[config.mk]
export PLATFORM = sky130hd
export DESIGN_NAME = penalty_match_ctl
export DESIGN_NICKNAME = d
export VERILOG_FILES = /design/src/rtl/penalty_match_ctl.sv
export SDC_FILE = /design/constraint.sdc
export NUM_CORES = 1
export LEC_CHECK = 0
export ABC_AREA = 1
export ABC_CLOCK_PERIOD_IN_PS = 3300
export BUFFER_PORTS_ARGS = -buffer_cell sky130_fd_sc_hd__buf_2
export CAP_MARGIN = 5
export CORE_MARGIN = 2
export CORE_UTILIZATION = 60
export CTS_CLUSTER_DIAMETER = 80
export DETAILED_ROUTE_END_ITERATION = 7
export PLACE_DENSITY_LB_ADDON = 0.25
export SKIP_CTS_REPAIR_TIMING = 1
export SLEW_MARGIN = 10
export SYNTH_ARGS = -nofsm -noshare
export SYNTH_HDL_FRONTEND = slang
export SYNTH_SLANG_ARGS = --single-unit
export TNS_END_PERCENT = 50
[constraint.sdc]
create_clock -name clk -period 3.3 [get_ports clk]
set_clock_uncertainty 0.2 [all_clocks]
set_input_delay 0.33 -clock clk [delete_from_list [all_inputs] [get_ports clk]]
set_output_delay 0.33 -clock clk [all_outputs]
set_load 0.02 [all_outputs]
[src/rtl/penalty_match_ctl.sv]
// Penalty shoot-out match controller: multi-player or solo, with timed kicks.
// Optional sudden death after a regulation tie is built when PENALTY_SUDDEN_DEATH_EN is defined.
module penalty_match_ctl #(
  parameter int unsigned ROUNDS       = 5,
  parameter int unsigned SCORE_W      = 4,
  parameter int unsigned SHOT_TIMEOUT = 65_000_000
) (
  input  logic               clk,
  input  logic               rst,
  input  logic               start,
  input  logic               solo_enable,
  input  logic               shot_done,
  input  logic               goal,
  output logic               shot_window,
  output logic               shooter,
  output logic [SCORE_W-1:0] score_a,
  output logic [SCORE_W-1:0] score_b,
  output logic [SCORE_W-1:0] round_idx,
  output logic               sudden,
  output logic               match_over,
  output logic [1:0]         winner
);

  localparam int unsigned        TW       = (SHOT_TIMEOUT > 2) ? $clog2(SHOT_TIMEOUT) : 1;
  localparam logic [TW-1:0]      TMO_LAST = TW'(SHOT_TIMEOUT - 1);
  localparam logic [SCORE_W-1:0] CNT_MAX  = '1;
  localparam logic [SCORE_W-1:0] RND_LAST = SCORE_W'(ROUNDS);
  localparam int unsigned        CW       = SCORE_W + 2;
  localparam logic [CW-1:0]      ROUNDS_C = CW'(ROUNDS);

  typedef enum logic [1:0] {IDLE, WAIT_SHOT, EVAL, DONE} state_t;

  state_t             state, state_n;
  logic               solo, solo_n;
  logic [TW-1:0]      tcnt, tcnt_n;
  logic               shooter_n, window_n, over_n;
  logic [SCORE_W-1:0] score_a_n, score_b_n, round_n;
  logic [1:0]         winner_n, win;
  logic               fin, hit;
  logic [CW-1:0]      sa_w, sb_w, rem_a, rem_b;

  function automatic logic [SCORE_W-1:0] sat_inc(input logic [SCORE_W-1:0] v);
    return (v == CNT_MAX) ? v : v + 1'b1;
  endfunction

  function automatic logic [1:0] leader(input logic [SCORE_W-1:0] a, input logic [SCORE_W-1:0] b);
    return (a > b) ? 2'b01 : ((b > a) ? 2'b10 : 2'b11);
  endfunction

  // Side A always kicks first in a pair, so after any kick A has taken round_idx+1.
  assign sa_w  = CW'(score_a);
  assign sb_w  = CW'(score_b);
  assign rem_a = ROUNDS_C - (CW'(round_idx) + CW'(1));
  assign rem_b = ROUNDS_C - (CW'(round_idx) + CW'(shooter));
  assign hit   = shot_done & goal;

`ifdef PENALTY_SUDDEN_DEATH_EN
  logic sudden_n;
`else
  assign sudden = 1'b0;
`endif

  always_ff @(posedge clk) begin
    if (rst) begin
      state       <= IDLE;
      solo        <= 1'b0;
      tcnt        <= '0;
      shooter     <= 1'b0;
      score_a     <= '0;
      score_b     <= '0;
      round_idx   <= '0;
      shot_window <= 1'b0;
      match_over  <= 1'b0;
      winner      <= '0;
`ifdef PENALTY_SUDDEN_DEATH_EN
      sudden      <= 1'b0;
`endif
    end else begin
      state       <= state_n;
      solo        <= solo_n;
      tcnt        <= tcnt_n;
      shooter     <= shooter_n;
      score_a     <= score_a_n;
      score_b     <= score_b_n;
      round_idx   <= round_n;
      shot_window <= window_n;
      match_over  <= over_n;
      winner      <= winner_n;
`ifdef PENALTY_SUDDEN_DEATH_EN
      sudden      <= sudden_n;
`endif
    end
  end

  always_comb begin
    state_n   = state;
    solo_n    = solo;
    tcnt_n    = tcnt;
    shooter_n = shooter;
    score_a_n = score_a;
    score_b_n = score_b;
    round_n   = round_idx;
    window_n  = shot_window;
    over_n    = match_over;
    winner_n  = winner;
    fin       = 1'b0;
    win       = 2'b00;
`ifdef PENALTY_SUDDEN_DEATH_EN
    sudden_n  = sudden;
`endif
    case (state)
      IDLE, DONE: begin
        if (start) begin
          state_n   = WAIT_SHOT;
          solo_n    = solo_enable;
          shooter_n = solo_enable;
          tcnt_n    = '0;
          score_a_n = '0;
          score_b_n = '0;
          round_n   = '0;
          window_n  = 1'b1;
          over_n    = 1'b0;
          winner_n  = 2'b00;
`ifdef PENALTY_SUDDEN_DEATH_EN
          sudden_n  = 1'b0;
`endif
        end
      end
      WAIT_SHOT: begin
        tcnt_n = tcnt + 1'b1;
        if (shot_done || (tcnt == TMO_LAST)) begin
          state_n  = EVAL;
          window_n = 1'b0;
          if (solo) begin
            if (hit) score_b_n = sat_inc(score_b);
            else     score_a_n = sat_inc(score_a);
          end else if (hit) begin
            if (shooter) score_b_n = sat_inc(score_b);
            else         score_a_n = sat_inc(score_a);
          end
        end
      end
      EVAL: begin
        tcnt_n = '0;
        if (solo) begin
          round_n = round_idx + 1'b1;
          if (round_n == RND_LAST) begin
            fin = 1'b1;
            win = leader(score_a, score_b);
          end
        end else begin
          shooter_n = ~shooter;
          if (shooter) round_n = round_idx + 1'b1;
`ifdef PENALTY_SUDDEN_DEATH_EN
          if (sudden) begin
            if (shooter) begin
              if (score_a != score_b) begin
                fin = 1'b1;
                win = leader(score_a, score_b);
              end else if (round_n == CNT_MAX) begin
                fin = 1'b1;
                win = 2'b11;
              end
            end
          end else
`endif
          if (sa_w + rem_a < sb_w) begin
            fin = 1'b1;
            win = 2'b10;
          end else if (sb_w + rem_b < sa_w) begin
            fin = 1'b1;
            win = 2'b01;
          end else if (shooter && (round_n == RND_LAST)) begin
`ifdef PENALTY_SUDDEN_DEATH_EN
            sudden_n = 1'b1;
`else
            fin = 1'b1;
            win = 2'b11;
`endif
          end
        end
        if (fin) begin
          state_n  = DONE;
          over_n   = 1'b1;
          winner_n = win;
        end else begin
          state_n  = WAIT_SHOT;
          window_n = 1'b1;
        end
      end
      default: state_n = IDLE;
    endcase
  end

endmodule

==> results of run 1 <==
==> power groups by stage <==
stage / sequential (mW) / clock [mW] / combinational, mW
floorplan: 0.678 / 0 / 0.479
global placement: 0.649 / 0 / 0.653
detailed placement: 0.650 / 0 / 0.684
CTS: 0.638 / 0.382 / 0.689
global route: 0.645 / 0.398 / 0.810
finish: 0.639 / 0.372 / 0.700
==> logic make-up (layout without fill, tap and decap cells) <==
family                     count (synthesis)  count (layout)
buffers and inverters                     86             119
AOI/OAI and AO/OA                         80              80
adders and majority gates                 37              37
other                                      1               1
DFF                                       46              46
and+or+nand+nor                          187             187
xor gates and xnor gates                   9               9
==> flip-flops by register name, indices dropped and copies added (netlist names) <==
register and count:
tcnt 26, score_a 4, state 2, solo 1
match_over 1, shot_window 1, round_idx 4, winner 2
score_b 4, shooter 1
==> critical path: cells and delay by family, from the launching register on <==
family                   cells  cell delay, ns
AO/OA/AOI/OAI                2            0.27
XOR/XNOR                     1            0.14
adder cells (fa/ha/maj)      5            1.47
buffers and inverters        2            0.09
flip-flops                   1            0.32
AND/OR/NAND/NOR              7            0.52
==> through the flow <==
step                power [mW]  cells
finish                    1.71    549
global route              1.85    549
floorplan                 1.16    446
detailed placement        1.33    541
CTS                       1.71    549
global placement          1.30    541
==> final cells by class <==
cell class                      instances  area [sq um]  area share [%]
Multi-Input combinational cell        314          1960            55.4
Sequential cell                        46           922            26.0
Clock buffer                            7          86.3            2.44
Tap cell                               70          87.6            2.47
Timing Repair Buffer                   30           170            4.80
Inverter                               81           304            8.58
Clock inverter                          1          8.76           0.247
==> cells in the final DEF, fill, tap and decap left out, types with 5 or more instances in the layout <==
| master | netlist | layout |
|---|---|---|
| sky130_fd_sc_hd__inv_2 | 6 | 6 |
| sky130_fd_sc_hd__a21oi_1 | 43 | 43 |
| sky130_fd_sc_hd__xor2_1 | 8 | 8 |
| sky130_fd_sc_hd__clkbuf_8 | 0 | 6 |
| sky130_fd_sc_hd__nand2_2 | 7 | 7 |
| sky130_fd_sc_hd__nor2_2 | 8 | 9 |
| sky130_fd_sc_hd__o21ai_0 | 19 | 19 |
| sky130_fd_sc_hd__ha_1 | 32 | 32 |
| sky130_fd_sc_hd__nor2_4 | 5 | 5 |
| sky130_fd_sc_hd__nor3_1 | 12 | 12 |
| sky130_fd_sc_hd__nor2_1 | 35 | 34 |
| sky130_fd_sc_hd__nand3_1 | 27 | 27 |
| sky130_fd_sc_hd__nand2_1 | 71 | 71 |
| sky130_fd_sc_hd__dfxtp_1 | 46 | 45 |
| sky130_fd_sc_hd__buf_2 | 1 | 22 |
| sky130_fd_sc_hd__nand4_1 | 8 | 8 |
| sky130_fd_sc_hd__buf_4 | 1 | 8 |
| sky130_fd_sc_hd__inv_1 | 74 | 74 |
==> worst max-delay path by stage <==
stage	startpoint	end	slack, ns
4_1_cts	shooter	winner[1]	0.16
5_1_grt	shooter	winner[1]	0.01
2_1_floorplan	round_idx[0]	match_over	0.1
3_5_place_dp	shooter	winner[1]	0.18
6_report	shooter	winner[1]	0.22
3_3_place_gp	shooter	match_over	0.30
==> layer usage <==
metal	global-route usage (%)	vias to the layer above	wire length (microns)	share of wire, %
met5	0	-	0	0
met2	40.6	79	3090	44
li1	-	1517	-	-
met3	4.71	11	416	5.9
met4	7.68	0	106	1.5
met1	35.6	1321	3490	49
==> flow_metrics.env, run 1 <==
export IMPL_rr_startpoint="shooter"
export IMPL_grt_pass1_vias=2760
export IMPL_vias=2928
export IMPL_yosys_top_cells_count="sky130_fd_sc_hd__inv_1 (74), sky130_fd_sc_hd__nand2_1 (71), sky130_fd_sc_hd__dfxtp_1 (46)"
export IMPL_hold_class="in2reg"
export IMPL_ioPinCount=24
export IMPL_core_area_sq_um=5140
export IMPL_outcome="completed"
export IMPL_setup_slack_ns=0.218
export IMPL_final_period_utilization_pct=93.4
export IMPL_area_delta_synth_final_pct=10.2
export IMPL_drt_pre_antenna_iters=4
export IMPL_crit_path_max_incr_delay_ns=0.41
export IMPL_timing_final_crit_period_ns=3.08
export IMPL_ys_warnings_count=0
export IMPL_power_leakage_nw=1.59
export IMPL_hold_path_endpoint="solo"
export IMPL_internal_dissipation_mw=1.02
export IMPL_number_of_flops_mapped_to_enable_cells_by_yosys=0
export IMPL_ctsLongestPathBuffers=2
export IMPL_finalNetCount=521
export IMPL_timing_setup_tns_ns=0
export IMPL_compound_gate_portion_of_the_synthesized_area_pct=14.2
export IMPL_floorplan_rows=26
export IMPL_cp_arrival_ns=3.12
export IMPL_dp_slack_ns=0.176
export IMPL_synthCells=446
export IMPL_final_util_pct=68.9
export IMPL_route_final_wire_length_microns=7110
export IMPL_fin_worst_hold_slack_ns=0.143
export IMPL_worst_hold_startpoint="solo_enable"
export IMPL_worstHoldPathCells=3
export IMPL_post_dp_cell_area_sq_um=3440
export IMPL_netlist_cell_type_count=43
export IMPL_max_slew_margin_pct=65.3
export IMPL_timing_critical_path_from_type="flop"
export IMPL_cts_sinks=46
export IMPL_share_of_the_yosys_chip_area_belonging_to_registers_pct=28.6
export IMPL_syn_cell_area_sq_um=3210
export IMPL_portBuffers=22
export IMPL_fraction_of_synthesized_cell_area_taken_by_the_top_area_cell_type_pct=28.6
export IMPL_vias_per_cell=5.33
export IMPL_ys_top_cells_by_area="sky130_fd_sc_hd__dfxtp_1 (29%), sky130_fd_sc_hd__ha_1 (12%), sky130_fd_sc_hd__inv_1 (8.6%)"
export IMPL_final_hold_viol_count=0
export IMPL_critical_path_endpoint_type="flop"
export IMPL_drtIter0Drc=133
export IMPL_standard_cell_with_the_maximum_stage_delay_on_the_critical_path="sky130_fd_sc_hd__fa_1"
export IMPL_antenna_violating_nets_post_route=0
export IMPL_peak_fanout_along_the_critical_path=3
export IMPL_irDropWorstVdd_mv=0.361
export IMPL_final_setup_viol_count=0
export IMPL_worst_endpoint_required_ns=3.34
export IMPL_max_freq_ghz=0.324
export IMPL_crit_reg2reg_capture="winner[1]"
export IMPL_pwr_density_cell_nw_per_um2=483
export IMPL_synthSimpleGateAreaFrac_pct=28.5
export IMPL_timing_final_max_slew_violations=0
export IMPL_global_route_overflow_total=0
export IMPL_critPathKind="reg2reg"
export IMPL_cts_buffers=5
export IMPL_synth_ff_latch_count=46
export IMPL_cp_cell_sequence="ha_1, inv_1, fa_1, ha_1, fa_2, xnor2_1, ha_1, inv_1, a21oi_1, nor2_1, nor2_1, nand2_1, nand2_1, nand2_1, nand2_1, nand2_1, a21oi_1"
export IMPL_rsz0062_at_grt="no"
export IMPL_floorplan_die_width_microns=77.2
export IMPL_synth_most_common_cell="sky130_fd_sc_hd__inv_1"
export IMPL_crit_path_frequent_cell="sky130_fd_sc_hd__nand2_1"
export IMPL_timing_reg2reg_worst_path_depth=17
export IMPL_power_share_clock_pct=21.7
export IMPL_synth_xor_area_share_pct=2.45
export IMPL_fill_cells=466
export IMPL_grt_max_degree=18
export IMPL_switching_power_mw=0.694
export IMPL_replace_congestion=0.866
export IMPL_antenna_violations_before_repair=0
export IMPL_ys_flop_type="sky130_fd_sc_hd__dfxtp_1"
export IMPL_synth_top_family_by_area="simple AND/OR/NAND/NOR gates"
export IMPL_netSwitchingFraction_pct=40.6
export IMPL_floorplan_die_height_microns=77.2
export IMPL_power_frac_seq_pct=37.3
export IMPL_synth_largest_area_cell="sky130_fd_sc_hd__dfxtp_1"
export IMPL_clk_pin_slew_worst_paths_ns=0.09
export IMPL_adder_cell_share_of_the_synthesized_area_pct=15.6
export IMPL_reported_max_cap_violation_count=0
export IMPL_synth_mux_area_share_pct=0
export IMPL_die_area_sq_um=5960
export IMPL_detail_route_wl_per_cell_microns=12.9
export IMPL_fraction_of_power_consumed_by_combinational_cells_pct=40.9
export IMPL_cts_tree="done"
export IMPL_setup_reg_to_reg_worst_slack_ns=0.22
export IMPL_final_layout_size_suffix_gt1_share_pct=16.5
export IMPL_grt_pass1_wl_microns=12500
export IMPL_antennaDiodeCount=0
export IMPL_synthesized_netlist_net_count=489
export IMPL_htree_num_levels=2
export IMPL_tightest_slew_ns=0.521
export IMPL_all_layer_gr_usage_pct=25.7
export IMPL_async_flop_share_pct=0
export IMPL_cts_root_buf="sky130_fd_sc_hd__clkbuf_8"
export IMPL_clock_latency_ns=0.30
export IMPL_detail_route_drc_violations=0
export IMPL_finalInstanceArea_sq_um=3540
export IMPL_synth_area_per_cell_sq_um=7.21
export IMPL_start_util_pct=62.5
export IMPL_dp_final_hpwl_microns=5520
Power figures use the tool's default switching activity.
==> run 2, diff against run 1 <==
- CORE_UTILIZATION: 60 -> 35
==> run 2 against run 1 <==
Against the previous run: cell count increased by 7.5%; power up 0.30%; hold slack gained 0.015 ns; worst setup slack improved by 0.020 ns; clock power up 2%; critical path depth stayed put; critical path type unchanged.
==> flow_metrics.env, run 2 (synthesis results as in run 1) <==
export IMPL_critPathKind="reg2reg"
export IMPL_floorplan_die_width_microns=99.8
export IMPL_floorplan_die_height_microns=99.8
export IMPL_timing_setup_tns_ns=0
export IMPL_global_route_overflow_total=0
export IMPL_die_area_sq_um=9970
export IMPL_worst_endpoint_required_ns=3.33
export IMPL_grt_pass1_wl_microns=12900
export IMPL_core_area_sq_um=8810
export IMPL_grt_pass1_vias=2770
export IMPL_fin_worst_hold_slack_ns=0.158
export IMPL_largest_reg_flops=26
export IMPL_replace_congestion=0.820
export IMPL_clk_pin_slew_worst_paths_ns=0.09
export IMPL_outcome="completed"
export IMPL_final_hold_viol_count=0
export IMPL_timing_final_crit_period_ns=3.06
export IMPL_antenna_violating_nets_post_route=0
export IMPL_layout_commonest_cell="sky130_fd_sc_hd__inv_1"
export IMPL_vias=2842
export IMPL_antenna_violations_before_repair=0
export IMPL_max_slew_margin_pct=61.3
export IMPL_max_freq_ghz=0.326
export IMPL_cts_root_buf="sky130_fd_sc_hd__clkbuf_8"
export IMPL_hold_class="in2reg"
export IMPL_finalNetCount=524
export IMPL_drtIter0Drc=130
export IMPL_htree_num_levels=2
export IMPL_timing_final_max_slew_violations=0
export IMPL_route_final_wire_length_microns=7260
export IMPL_timing_critical_path_max_delay_family="adder cells"
export IMPL_portBuffers=22
export IMPL_ioPinCount=24
export IMPL_grt_max_degree=18
export IMPL_reported_max_cap_violation_count=0
export IMPL_critical_path_endpoint_type="flop"
export IMPL_floorplan_rows=34
export IMPL_cts_sinks=46
export IMPL_highest_count_cells_in_the_layout_ignoring_fill_and_taps="sky130_fd_sc_hd__inv_1 (73), sky130_fd_sc_hd__nand2_1 (70), sky130_fd_sc_hd__dfxtp_1 (44), sky130_fd_sc_hd__a21oi_1 (42), sky130_fd_sc_hd__nor2_1 (35)"
export IMPL_timing_critical_path_from_type="flop"
export IMPL_area_delta_synth_final_pct=12.7
export IMPL_all_layer_gr_usage_pct=15.8
export IMPL_detail_route_drc_violations=0
export IMPL_final_setup_viol_count=0
export IMPL_top_register="tcnt"
export IMPL_detail_route_wl_per_cell_microns=12.3
export IMPL_critical_path_n_buffers_inverters=2
export IMPL_pwr_density_cell_nw_per_um2=474
export IMPL_cts_tree="done"
export IMPL_cp_arrival_ns=3.09
export IMPL_clock_latency_ns=0.29
export IMPL_power_leakage_nw=1.60
export IMPL_standard_cell_with_the_maximum_stage_delay_on_the_critical_path="sky130_fd_sc_hd__fa_1"
export IMPL_crit_path_max_incr_delay_ns=0.41
export IMPL_start_util_pct=36.5
export IMPL_ctsLongestPathBuffers=2
export IMPL_final_period_utilization_pct=92.8
export IMPL_dp_final_hpwl_microns=5780
export IMPL_final_layout_size_suffix_gt1_share_pct=17.8
export IMPL_drt_pre_antenna_iters=4
export IMPL_peak_fanout_along_the_critical_path=3
export IMPL_tightest_slew_ns=0.581
export IMPL_crit_path_frequent_cell="sky130_fd_sc_hd__nand2_1"
export IMPL_vias_per_cell=4.82
export IMPL_cp_cell_sequence="ha_1, inv_1, fa_1, ha_1, fa_2, xnor2_1, ha_1, inv_1, a21oi_2, nor2_1, nor2_1, nand2_1, nand2_2, nand2_1, nand2_1, nand2_1, a21oi_1"
export IMPL_antennaDiodeCount=0
export IMPL_irDropWorstVdd_mv=0.248
export IMPL_cts_buffers=5
run 2: report_power, final:
| part | switching (mW) | total (mW) | internal, mW |
|---|---|---|---|
| clock network | 0.204 | 0.378 | 0.174 |
| logic | 0.445 | 0.699 | 0.254 |
| registers | 0.0451 | 0.639 | 0.594 |
run 2: area by class of cell:
class,instances,area (sq um)
Timing Repair Buffer,33,193
Fill cell,898,5180
Inverter,81,304
Clock inverter,1,8.76
Sequential cell,46,923
Multi-Input combinational cell,314,1970
Tap cell,108,135
Clock buffer,7,86.3
run 2: final timing paths:
path	start	to	slack, ns	depth (start not counted)
worst min register to register	match_over	match_over	0.27	2
worst max-delay path	shooter	winner[0]	0.24	17
worst min-delay path	start	solo	0.16	3
worst max register to register	shooter	winner[0]	0.24	17
run 2: per-layer routing:
| layer | track usage (%) | routed length [microns] | vias up |
|---|---|---|---|
| met3 | 2.58 | 268 | 6 |
| met4 | 3.58 | 51 | 0 |
| met2 | 24.5 | 3020 | 41 |
| li1 | - | - | 1521 |
| met5 | 0 | 0 | - |
| met1 | 23.2 | 3920 | 1274 |
run 2: metrics by stage:
step / power, mW / area [sq um] / util [%] / instances / worst slack [ns]
final: 1.72 / 3620 / 41.1 / 590 / 0.237
after detailed placement: 1.34 / 3510 / 39.9 / 582 / 0.170
after floorplan: 1.16 / 3210 / - / 446 / 0.0977
after CTS: 1.72 / 3610 / 40.9 / 590 / 0.159
after global placement: 1.33 / 3510 / 39.9 / 582 / 0.277
after global routing: 1.88 / 3620 / 41.1 / 590 / -0.0195
run 2: worst register-to-register path, cell delays in order (launching register included):
cell,delay [ns]
sky130_fd_sc_hd__dfxtp_1,0.32
sky130_fd_sc_hd__ha_1,0.19
sky130_fd_sc_hd__inv_1,0.07
sky130_fd_sc_hd__fa_1,0.41
sky130_fd_sc_hd__ha_1,0.24
sky130_fd_sc_hd__fa_2,0.36
sky130_fd_sc_hd__xnor2_1,0.14
sky130_fd_sc_hd__ha_1,0.27
sky130_fd_sc_hd__inv_1,0.04
sky130_fd_sc_hd__a21oi_2,0.11
sky130_fd_sc_hd__nor2_1,0.06
sky130_fd_sc_hd__nor2_1,0.08
sky130_fd_sc_hd__nand2_1,0.09
sky130_fd_sc_hd__nand2_2,0.08
sky130_fd_sc_hd__nand2_1,0.06
sky130_fd_sc_hd__nand2_1,0.10
sky130_fd_sc_hd__nand2_1,0.06
sky130_fd_sc_hd__a21oi_1,0.11
